### src/rtl/seq_shifter.sv
// Multi-cycle shift unit: loads an operand, shifts it one bit per clock for a
// programmed count (logical, arithmetic or rotate, either direction) and holds the result.
module seq_shifter #(
  parameter int WIDTH = 8,
  parameter int SHW   = 3
) (
  input  logic             clk_i,
  input  logic             rst_i,
  input  logic             start_i,
  input  logic [WIDTH-1:0] x_i,
  input  logic             lr_i,
  input  logic [1:0]       mode_i,
  input  logic [SHW-1:0]   amt_i,
  output logic [WIDTH-1:0] z_o,
  output logic             busy_o,
  output logic             done_o
);

  localparam logic [1:0] ST_IDLE  = 2'd0;
  localparam logic [1:0] ST_SHIFT = 2'd1;
  localparam logic [1:0] ST_DONE  = 2'd2;

  localparam logic [1:0] MODE_ARITH = 2'b01;
  localparam logic [1:0] MODE_ROT   = 2'b10;

  localparam logic [SHW-1:0] CNT_ZERO = {SHW{1'b0}};
  localparam logic [SHW-1:0] CNT_ONE  = SHW'(1'b1);

  logic [1:0]       state_q, state_d;
  logic [WIDTH-1:0] z_q, z_d;
  logic [SHW-1:0]   cnt_q, cnt_d;
  logic             lr_q, lr_d;
  logic [1:0]       mode_q, mode_d;
  logic             busy_q, busy_d;
  logic             done_q, done_d;

  // One single-bit step; the fill bit is the only thing that differs between modes.
  function automatic logic [WIDTH-1:0] shift_step(
    input logic [WIDTH-1:0] v,
    input logic             right,
    input logic [1:0]       md
  );
    logic fill;
    case (md)
      MODE_ROT:   fill = right ? v[0] : v[WIDTH-1];
      MODE_ARITH: fill = right ? v[WIDTH-1] : 1'b0;
      default:    fill = 1'b0;
    endcase
    if (right) begin
      shift_step = {fill, v[WIDTH-1:1]};
    end else begin
      shift_step = {v[WIDTH-2:0], fill};
    end
  endfunction

  // Next-state and datapath logic for the IDLE/SHIFT/DONE sequencer.
  always_comb begin
    state_d = state_q;
    z_d     = z_q;
    cnt_d   = cnt_q;
    lr_d    = lr_q;
    mode_d  = mode_q;
    case (state_q)
      ST_IDLE: begin
        if (start_i) begin
          z_d    = x_i;
          cnt_d  = amt_i;
          lr_d   = lr_i;
          mode_d = mode_i;
          if (amt_i != CNT_ZERO) begin
            state_d = ST_SHIFT;
          end else begin
            state_d = ST_DONE;
          end
        end else begin
          state_d = ST_IDLE;
        end
      end
      ST_SHIFT: begin
        z_d = shift_step(z_q, lr_q, mode_q);
        if (cnt_q != CNT_ZERO) begin
          cnt_d = cnt_q - CNT_ONE;
        end else begin
          cnt_d = CNT_ZERO;
        end
        if (cnt_q <= CNT_ONE) begin
          state_d = ST_DONE;
        end else begin
          state_d = ST_SHIFT;
        end
      end
      ST_DONE: begin
        state_d = ST_IDLE;
      end
      default: begin
        state_d = ST_IDLE;
      end
    endcase
  end

  // done trails the DONE state by one cycle, so busy is stretched to fall together with it.
  always_comb begin
    done_d = (state_q == ST_DONE);
    busy_d = (state_d != ST_IDLE) || (state_q == ST_DONE);
  end

  // State and output registers.
  always_ff @(posedge clk_i or posedge rst_i) begin
    if (rst_i) begin
      state_q <= ST_IDLE;
      z_q     <= {WIDTH{1'b0}};
      cnt_q   <= CNT_ZERO;
      lr_q    <= 1'b0;
      mode_q  <= 2'b00;
      busy_q  <= 1'b0;
      done_q  <= 1'b0;
    end else begin
      state_q <= state_d;
      z_q     <= z_d;
      cnt_q   <= cnt_d;
      lr_q    <= lr_d;
      mode_q  <= mode_d;
      busy_q  <= busy_d;
      done_q  <= done_d;
    end
  end

  assign z_o    = z_q;
  assign busy_o = busy_q;
  assign done_o = done_q;

endmodule
### config.mk
export PLATFORM = sky130hd
export DESIGN_NAME = seq_shifter
export DESIGN_NICKNAME = d
export VERILOG_FILES = /design/src/rtl/seq_shifter.sv
export SDC_FILE = /design/constraint.sdc
export NUM_CORES = 1
export LEC_CHECK = 0
export ABC_CLOCK_PERIOD_IN_PS = 1280
export BUFFER_PORTS_ARGS = -buffer_cell sky130_fd_sc_hd__clkbuf_2
export CORE_ASPECT_RATIO = 0.8
export CORE_MARGIN = 10
export CORE_UTILIZATION = 40
export CTS_CLUSTER_SIZE = 24
export DETAILED_ROUTE_END_ITERATION = 6
export PLACE_DENSITY = 0.65
export RECOVER_POWER = 100
export SETUP_SLACK_MARGIN = 0.05
export SYNTH_ARGS = -nofsm -noshare
export SYNTH_HDL_FRONTEND = slang
export SYNTH_SLANG_ARGS = --single-unit
### constraint.sdc
create_clock -name clk_i -period 1.28 [get_ports clk_i]
set_input_delay 0.064 -clock clk_i [delete_from_list [all_inputs] [get_ports clk_i]]
set_output_delay 0.064 -clock clk_i [all_outputs]
set_load 0.02 [all_outputs]
==> load_flow_metrics.sql, run 1 <==
INSERT INTO impl_metrics (metric_group, metric, value, unit) VALUES
('status', 'outcome', 'finished with violations', ''),
('status', 'violated_checks', 'negative setup slack', ''),
('routing', 'finalWirelength', '2.442', 'mm'),
('floorplan', 'core_area', '2502', 'um^2'),
('routing', 'dr.first_iter.drc_count', '47', ''),
('setup_path', 'crit_path_end_kind', 'register', ''),
('min_path', 'min-delay-start', 'x_i[1]', ''),
('final_layout', 'design.final.nets', '165', ''),
('min_path', 'hp-class', 'in -> reg', ''),
('power', 'peakVddDrop', '1.097', 'mV'),
('min_path', 'worstHoldEndpoint', 'z_o[1]', ''),
('timing', 'final_critical_period', '1.308', 'ns'),
('floorplan', 'design.portCount', '27', ''),
('final_layout', 'final_cell_mix', 'sky130_fd_sc_hd__clkbuf_2 (18), sky130_fd_sc_hd__dfrtp_1 (16), sky130_fd_sc_hd__nand2_1 (12), sky130_fd_sc_hd__clkbuf_1 (9)', ''),
('grt', 'grt_first_pass_wirelength', '4.167', 'mm'),
('setup_path', 'worstPathMaxFanout', '2', ''),
('power', 'total_power', '3.382', 'mW'),
('synth', 'yosys.area.top_type_share', '42.35', '%'),
('routing', 'dr_total_vias', '856', ''),
('synth', 'post-synth-top-area-cell', 'sky130_fd_sc_hd__dfrtp_1', ''),
('final_layout', 'layout_commonest_cell', 'sky130_fd_sc_hd__clkbuf_2', ''),
('final_layout', 'insertedDiodeCount', '0', ''),
('setup_path', 'timing.rr.end', 'z_o[7]', ''),
('timing', 'final_hold_viols', '0', ''),
('timing', 'maxSlewViolCount', '0', ''),
('timing', 'setup-violations-final', '2', ''),
('routing', 'via_per_inst', '4.809', ''),
('timing', 'slew_headroom', '69.59', '%'),
('timing', 'clock.fmax', '764.5', 'MHz'),
('final_layout', 'regArea', '452.9', 'um^2'),
('timing', 'setup_slack', '-0.02802', 'ns'),
('clock_tree', 'clock_latency', '0.29', 'ns'),
('routing', 'final_antenna_net_count', '0', ''),
('routing', 'routed_wire_length_per_instance', '13.72', 'um'),
('final_layout', 'layout-drive-gt1-share', '35.92', '%'),
('timing', 'rsz0062_at_grt', 'true', ''),
('floorplan', 'die_area', '5134', 'um^2'),
('clock_tree', 'max-clock-path-buffers', '2', ''),
('setup_path', 'timing.critical_path.required', '1.48', 'ns'),
('grt', 'grt_antenna_before_repair', '0', ''),
('final_layout', 'fillCellCount', '232', ''),
('clock_tree', 'clk_transition_reported_paths', '0.10', 'ns'),
('synth', 'cells_taking_the_most_area_after_synthesis', 'sky130_fd_sc_hd__dfrtp_1 (42%), sky130_fd_sc_hd__mux2i_1 (6.6%), sky130_fd_sc_hd__mux2_2 (6.4%), sky130_fd_sc_hd__ha_1 (4.7%), sky130_fd_sc_hd__nand2_1 (4.6%)', ''),
('floorplan', 'start_util', '42.50', '%'),
('power', 'p_leak', '0.6242', 'nW'),
('routing', 'drcViolationCount', '0', ''),
('synth', 'avgSynthCellArea', '10.43', 'um^2'),
('clock_tree', 'tritoncts_num_sinks', '18', ''),
('grt', 'grt.overflow.total', '0', ''),
('timing', 'worst_slew_pin_slew', '0.4561', 'ns'),
('clock_tree', 'cts_tree', 'built', ''),
('power', 'power-per-cell-area', '2482', 'nW/um^2'),
('clock_tree', 'clock_tree.htree_level_count', '1', ''),
('final_layout', 'layout-area-overhead-vs-synth', '28.12', '%'),
('synth', 'post_syn_instances', '102', ''),
('clock_tree', 'clock_tree.root_cell', 'sky130_fd_sc_hd__clkbuf_4', ''),
('place', 'place_congestion', '0.8324', ''),
('min_path', 'hold-path-cell-count', '3', ''),
('final_layout', 'multi_input_comb_area', '558.0', 'um^2'),
('setup_path', 'worst_r2r_startpoint', 'mode_q[0]', ''),
('timing', 'final_min_period_over_clock_period', '102.2', '%'),
('grt', 'global_route.usage.total', '10.04', '%'),
('place', 'io_buffer_count', '26', ''),
('setup_path', 'number_of_cell_instances_on_the_worst_register_to_register_path', '4', ''),
('synth', 'synth_area', '1064', 'um^2'),
('run', 'max-cap-violations', '0', ''),
('synth', 'synthDistinctLibCells', '31', ''),
('setup_path', 'cp_data_arrival_time', '1.51', 'ns'),
('grt', 'via_count_of_the_first_global_routing_pass', '900', ''),
('synth', 'synth_warnings', '0', ''),
('floorplan', 'rows', '16', '');
==> area by class of cell <==
class | count | share of cell area [%]
Clock buffer | 3 | 1.653
Inverter | 7 | 2.112
Multi-Input combinational cell | 73 | 40.95
Sequential cell | 18 | 33.24
Tap cell | 36 | 3.306
Timing Repair Buffer | 41 | 18.73
==> worst max-delay path: stages (launching register included) <==
cell,delay (ns)
sky130_fd_sc_hd__dfrtp_1,0.36
sky130_fd_sc_hd__inv_1,0.05
sky130_fd_sc_hd__ha_1,0.30
sky130_fd_sc_hd__o311a_1,0.34
sky130_fd_sc_hd__o31ai_2,0.17
==> cell families after synthesis <==
family,Yosys count,synth area share (%)
buffers and inverters,12,7.882
AO/OA/AOI/OAI,25,16.59
adder cells (fa/ha/maj),4,4.706
multiplexers,13,12.94
flip-flops,18,42.35
AND/OR/NAND/NOR,30,15.53
==> state kept, by name (all words and copies together), names as in the netlist <==
register,count
done_o,1
z_o,8
busy_o,1
cnt_q,3
lr_q,1
mode_q,2
state_q,2
==> per-layer routing <==
layer  up-vias  GRT usage (%)  part of all wire (%)
met3         2          3.804                   4.4
met1       405          11.15                    45
met2        14          17.67                    49
met5         -              0                     0
met4         0          2.727                   1.1
li1        435              -                     -
==> worst max-delay path by stage <==
stage	slack [ns]	from	endpoint
2_1_floorplan	0.03	mode_q[1]	z_o[7]
3_3_place_gp	0.006	mode_q[0]	z_o[0]
3_5_place_dp	-0.02	mode_q[0]	z_o[7]
4_1_cts	-0.03	mode_q[0]	z_o[7]
5_1_grt	-0.11	mode_q[0]	z_o[7]
6_report	-0.03	mode_q[0]	z_o[7]
==> timing repair <==
item / 4_1_cts / 5_1_grt
hold endpoints to repair: 22 / 0
gates resized for setup: 3 / 11
hold buffers: 5 / 0
pin swaps: 3 / 3
cloned: 1 / 0
setup endpoints to repair: 10 / 13
setup buffers: 1 / 1
==> where the power goes <==
group          internal, mW  switching [mW]
combinational         0.956           0.942
sequential            0.854           0.348
clock                 0.109           0.172
total                  1.92            1.46
==> Yosys cell counts (all sizes together) <==
master / number
a22oi: 3
and3: 1
o21bai: 2
nand2: 13
nand3: 1
nor3: 2
nand2b: 2
dfrtp: 18
mux2i: 7
o21ai: 13
ha: 4
mux2: 6
nor2: 6
o311a: 1
buf: 5
a2bb2oi: 1
and2b: 1
a21oi: 2
nand4bb: 1
nor2b: 2
a32oi: 1
o31ai: 2
nor3b: 1
inv: 7
==> through the flow <==
step	setup WS [ns]	util (%)	TNS [ns]	instances
finish	-0.02802	54.45	-0.03980	178
global route	-0.1094	54.45	-0.2226	178
CTS	-0.02872	53.85	-0.02872	177
detailed placement	-0.02288	50.20	-0.05442	167
global placement	0.006249	50.20	0	167
floorplan	0.03352	-	0	102
Note: power is estimated with default switching activity, not from simulation.
==> run 2: changes to the inputs <==
--- a/config.mk
+++ b/config.mk
@@ -15,6 +15,7 @@
 export PLACE_DENSITY = 0.65
 export RECOVER_POWER = 100
 export SETUP_SLACK_MARGIN = 0.05
+export SKIP_LAST_GASP = 1
 export SYNTH_ARGS = -nofsm -noshare
 export SYNTH_HDL_FRONTEND = slang
 export SYNTH_SLANG_ARGS = --single-unit
==> run 2 against run 1 <==
The flow still finishes with violations (negative setup slack). Global-route usage unchanged. Worst hold slack got worse by 0.0042 ns. Final area decreased by 0.83%. Non-clock buffer count unchanged. Wire length about the same. First-iteration DRC count increased by 4.3%. Critical path depth unchanged. Final cell count unchanged. Clock power about the same. Sequential cell count unchanged. Clock skew increased by 0.0029 ns. Critical endpoint unchanged.
==> load_flow_metrics.sql, run 2 (same netlist as run 1, synthesis figures left out) <==
INSERT INTO impl_metrics (metric_group, metric, value, unit) VALUES
('status', 'outcome', 'finished with violations', ''),
('status', 'violated_checks', 'negative setup slack', ''),
('clock_tree', 'clock_tree.root_cell', 'sky130_fd_sc_hd__clkbuf_4', ''),
('grt', 'globalRouteMet3Util', '3.804', '%'),
('power', 'power-per-cell-area', '2478', 'nW/um^2'),
('routing', 'via_per_inst', '4.820', ''),
('grt', 'gr-max-usage-layer', 'met2', ''),
('clock_tree', 'tritoncts_num_sinks', '18', ''),
('final_layout', 'finish.cell_count_without_fillers', '178', ''),
('grt', 'grt.overflow.total', '0', ''),
('clock_tree', 'max-clock-path-buffers', '2', ''),
('grt', 'global_route.usage.total', '10.04', '%'),
('floorplan', 'die-height', '66.12', 'um'),
('routing', 'finalWirelength', '2.443', 'mm'),
('setup_path', 'cp_data_arrival_time', '1.51', 'ns'),
('floorplan', 'die_area', '5134', 'um^2'),
('routing', 'dr_total_vias', '858', ''),
('place', 'placed_cells_incl_taps', '167', ''),
('clock_tree', 'clk_transition_reported_paths', '0.11', 'ns'),
('setup_path', 'worstPathMaxFanout', '2', ''),
('clock_tree', 'cts_tree', 'built', ''),
('final_layout', 'final_cell_mix', 'sky130_fd_sc_hd__clkbuf_2 (19), sky130_fd_sc_hd__dfrtp_1 (16), sky130_fd_sc_hd__nand2_1 (12), sky130_fd_sc_hd__clkbuf_1 (9)', ''),
('grt', 'via_count_of_the_first_global_routing_pass', '900', ''),
('floorplan', 'rows', '16', ''),
('clock_tree', 'clock_tree.htree_level_count', '1', ''),
('floorplan', 'die-width', '77.65', 'um'),
('floorplan', 'core_area', '2502', 'um^2'),
('timing', 'clk_skew', '0.007687', 'ns'),
('final_layout', 'design.final.nets', '165', ''),
('grt', 'met2_usage', '17.67', '%'),
('timing', 'rsz0062_at_grt', 'true', ''),
('timing', 'worst_slew_pin_slew', '0.4557', 'ns'),
('grt', 'grt.met1_usage', '11.15', '%'),
('final_layout', 'fillCellCount', '234', ''),
('routing', 'dr.first_iter.drc_count', '49', ''),
('routing', 'routed_wire_length_per_instance', '13.72', 'um'),
('place', 'place_congestion', '0.8324', ''),
('grt', 'grt_first_pass_wirelength', '4.167', 'mm'),
('final_layout', 'layout-drive-gt1-share', '35.21', '%'),
('final_layout', 'largest_register_ffs', '8', ''),
('timing', 'setup-violations-final', '2', ''),
('timing', 'setup_slack', '-0.02802', 'ns'),
('place', 'hpwl', '1.814', 'mm'),
('timing', 'maxSlewViolCount', '0', ''),
('power', 'peakVddDrop', '1.089', 'mV'),
('floorplan', 'design.portCount', '27', ''),
('setup_path', 'worst_setup_path_start_kind', 'register', ''),
('grt', 'maximum_number_of_pins_on_one_net_before_global_route_repair', '19', ''),
('setup_path', 'timing_worst_setup_path_type', 'reg -> reg', ''),
('final_layout', 'layout-area-overhead-vs-synth', '27.06', '%'),
('clock_tree', 'clock_latency', '0.29', 'ns'),
('floorplan', 'start_util', '42.50', '%'),
('grt', 'grt_antenna_before_repair', '0', ''),
('setup_path', 'crit_path_end_kind', 'register', ''),
('clock_tree', 'cts_inserted_buffers', '3', ''),
('routing', 'drcViolationCount', '0', ''),
('routing', 'dr.pass1.iters', '4', ''),
('final_layout', 'layout_commonest_cell', 'sky130_fd_sc_hd__clkbuf_2', ''),
('power', 'p_leak', '0.6196', 'nW'),
('run', 'max-cap-violations', '0', ''),
('routing', 'final_antenna_net_count', '0', ''),
('timing', 'final_critical_period', '1.308', 'ns'),
('timing', 'clock.fmax', '764.5', 'MHz'),
('place', 'io_buffer_count', '26', ''),
('min_path', 'hp-class', 'in -> reg', ''),
('timing', 'slew_headroom', '69.62', '%'),
('timing', 'final_hold_viols', '0', ''),
('final_layout', 'final_core_utilization', '54.00', '%'),
('timing', 'final_min_period_over_clock_period', '102.2', '%'),
('final_layout', 'insertedDiodeCount', '0', ''),
('setup_path', 'timing.critical_path.required', '1.48', 'ns');
## run 2: cell types whose count changed in the layout (fill, tap and decap cells not counted)
| cell | before | now |
|---|---|---|
| sky130_fd_sc_hd__a22oi_1 | 2 | 3 |
| sky130_fd_sc_hd__mux2_2 | 5 | 6 |
| sky130_fd_sc_hd__mux2_4 | 1 | 0 |
| sky130_fd_sc_hd__buf_4 | 6 | 5 |
| sky130_fd_sc_hd__a22oi_2 | 1 | 0 |
| sky130_fd_sc_hd__clkbuf_2 | 18 | 19 |
## run 2: final timing paths
path	cells past startpoint	endpoint	slack [ns]	start
max in group asynchronous	4	lr_q	0.56	rst_i
max reg2reg	4	z_o[7]	-0.03	mode_q[0]
min	3	z_o[3]	0.04	x_i[3]
min in group asynchronous	4	state_q[1]	0.37	rst_i
max	4	z_o[7]	-0.03	mode_q[0]
min reg2reg	2	z_o[1]	0.54	z_o[1]
## run 2: report_power, final
part	internal (mW)	leakage (nW)	switching, mW	total, mW
clock network	0.109	0.0138	0.176	0.285
logic	0.931	0.387	0.934	1.87
registers	0.854	0.218	0.343	1.20
total	1.89	0.620	1.45	3.35
## run 2: metal layers
metal	share of wire, %	vias up	wire length [um]
li1	-	435	-
met1	46	407	1114
met2	49	14	1193
met3	4.4	2	107
met4	1.1	0	27
met5	0	-	0
## run 2: layout make-up
class / instances / area, um^2 / share of cell area, %
multi-input combinational: 73 / 549.3 / 40.65
sequential: 18 / 452.9 / 33.52
timing repair buffer: 41 / 252.7 / 18.70
tap: 36 / 45.04 / 3.333
inverter: 7 / 28.78 / 2.130
clock buffer: 3 / 22.52 / 1.667
## run 2: timing repair
action / 4_1_cts / 5_1_grt
pin swaps: 3 / 3
gates resized for setup: 3 / 9
cloned: 1 / 0
endpoints found under the setup margin: 10 / 13
hold buffers: 5 / 0
hold endpoints to repair: 22 / 0
buffers inserted: 1 / 1
## run 2: stage by stage
| stage | setup WS, ns | instance area (um^2) | TNS [ns] | hold WS, ns | power (mW) |
|---|---|---|---|---|---|
| 2_1_floorplan | 0.03352 | 1064 | 0 | 0.002570 | 2.553 |
| 3_3_place_gp | 0.006249 | 1256 | 0 | 0.08088 | 2.963 |
| 3_5_place_dp | -0.02288 | 1256 | -0.05442 | 0.07883 | 3.025 |
| 4_1_cts | -0.02872 | 1348 | -0.02872 | 0.03603 | 3.382 |
| 5_1_grt | -0.1094 | 1351 | -0.2607 | 0.04438 | 3.645 |
| 6_report | -0.02802 | 1351 | -0.03981 | 0.03899 | 3.348 |
## run 2: critical path, stage by stage (launching register included)
cell and delay (ns):
sky130_fd_sc_hd__dfrtp_1 0.36, sky130_fd_sc_hd__inv_1 0.05, sky130_fd_sc_hd__ha_1 0.30, sky130_fd_sc_hd__o311a_1 0.34, sky130_fd_sc_hd__o31ai_2 0.17
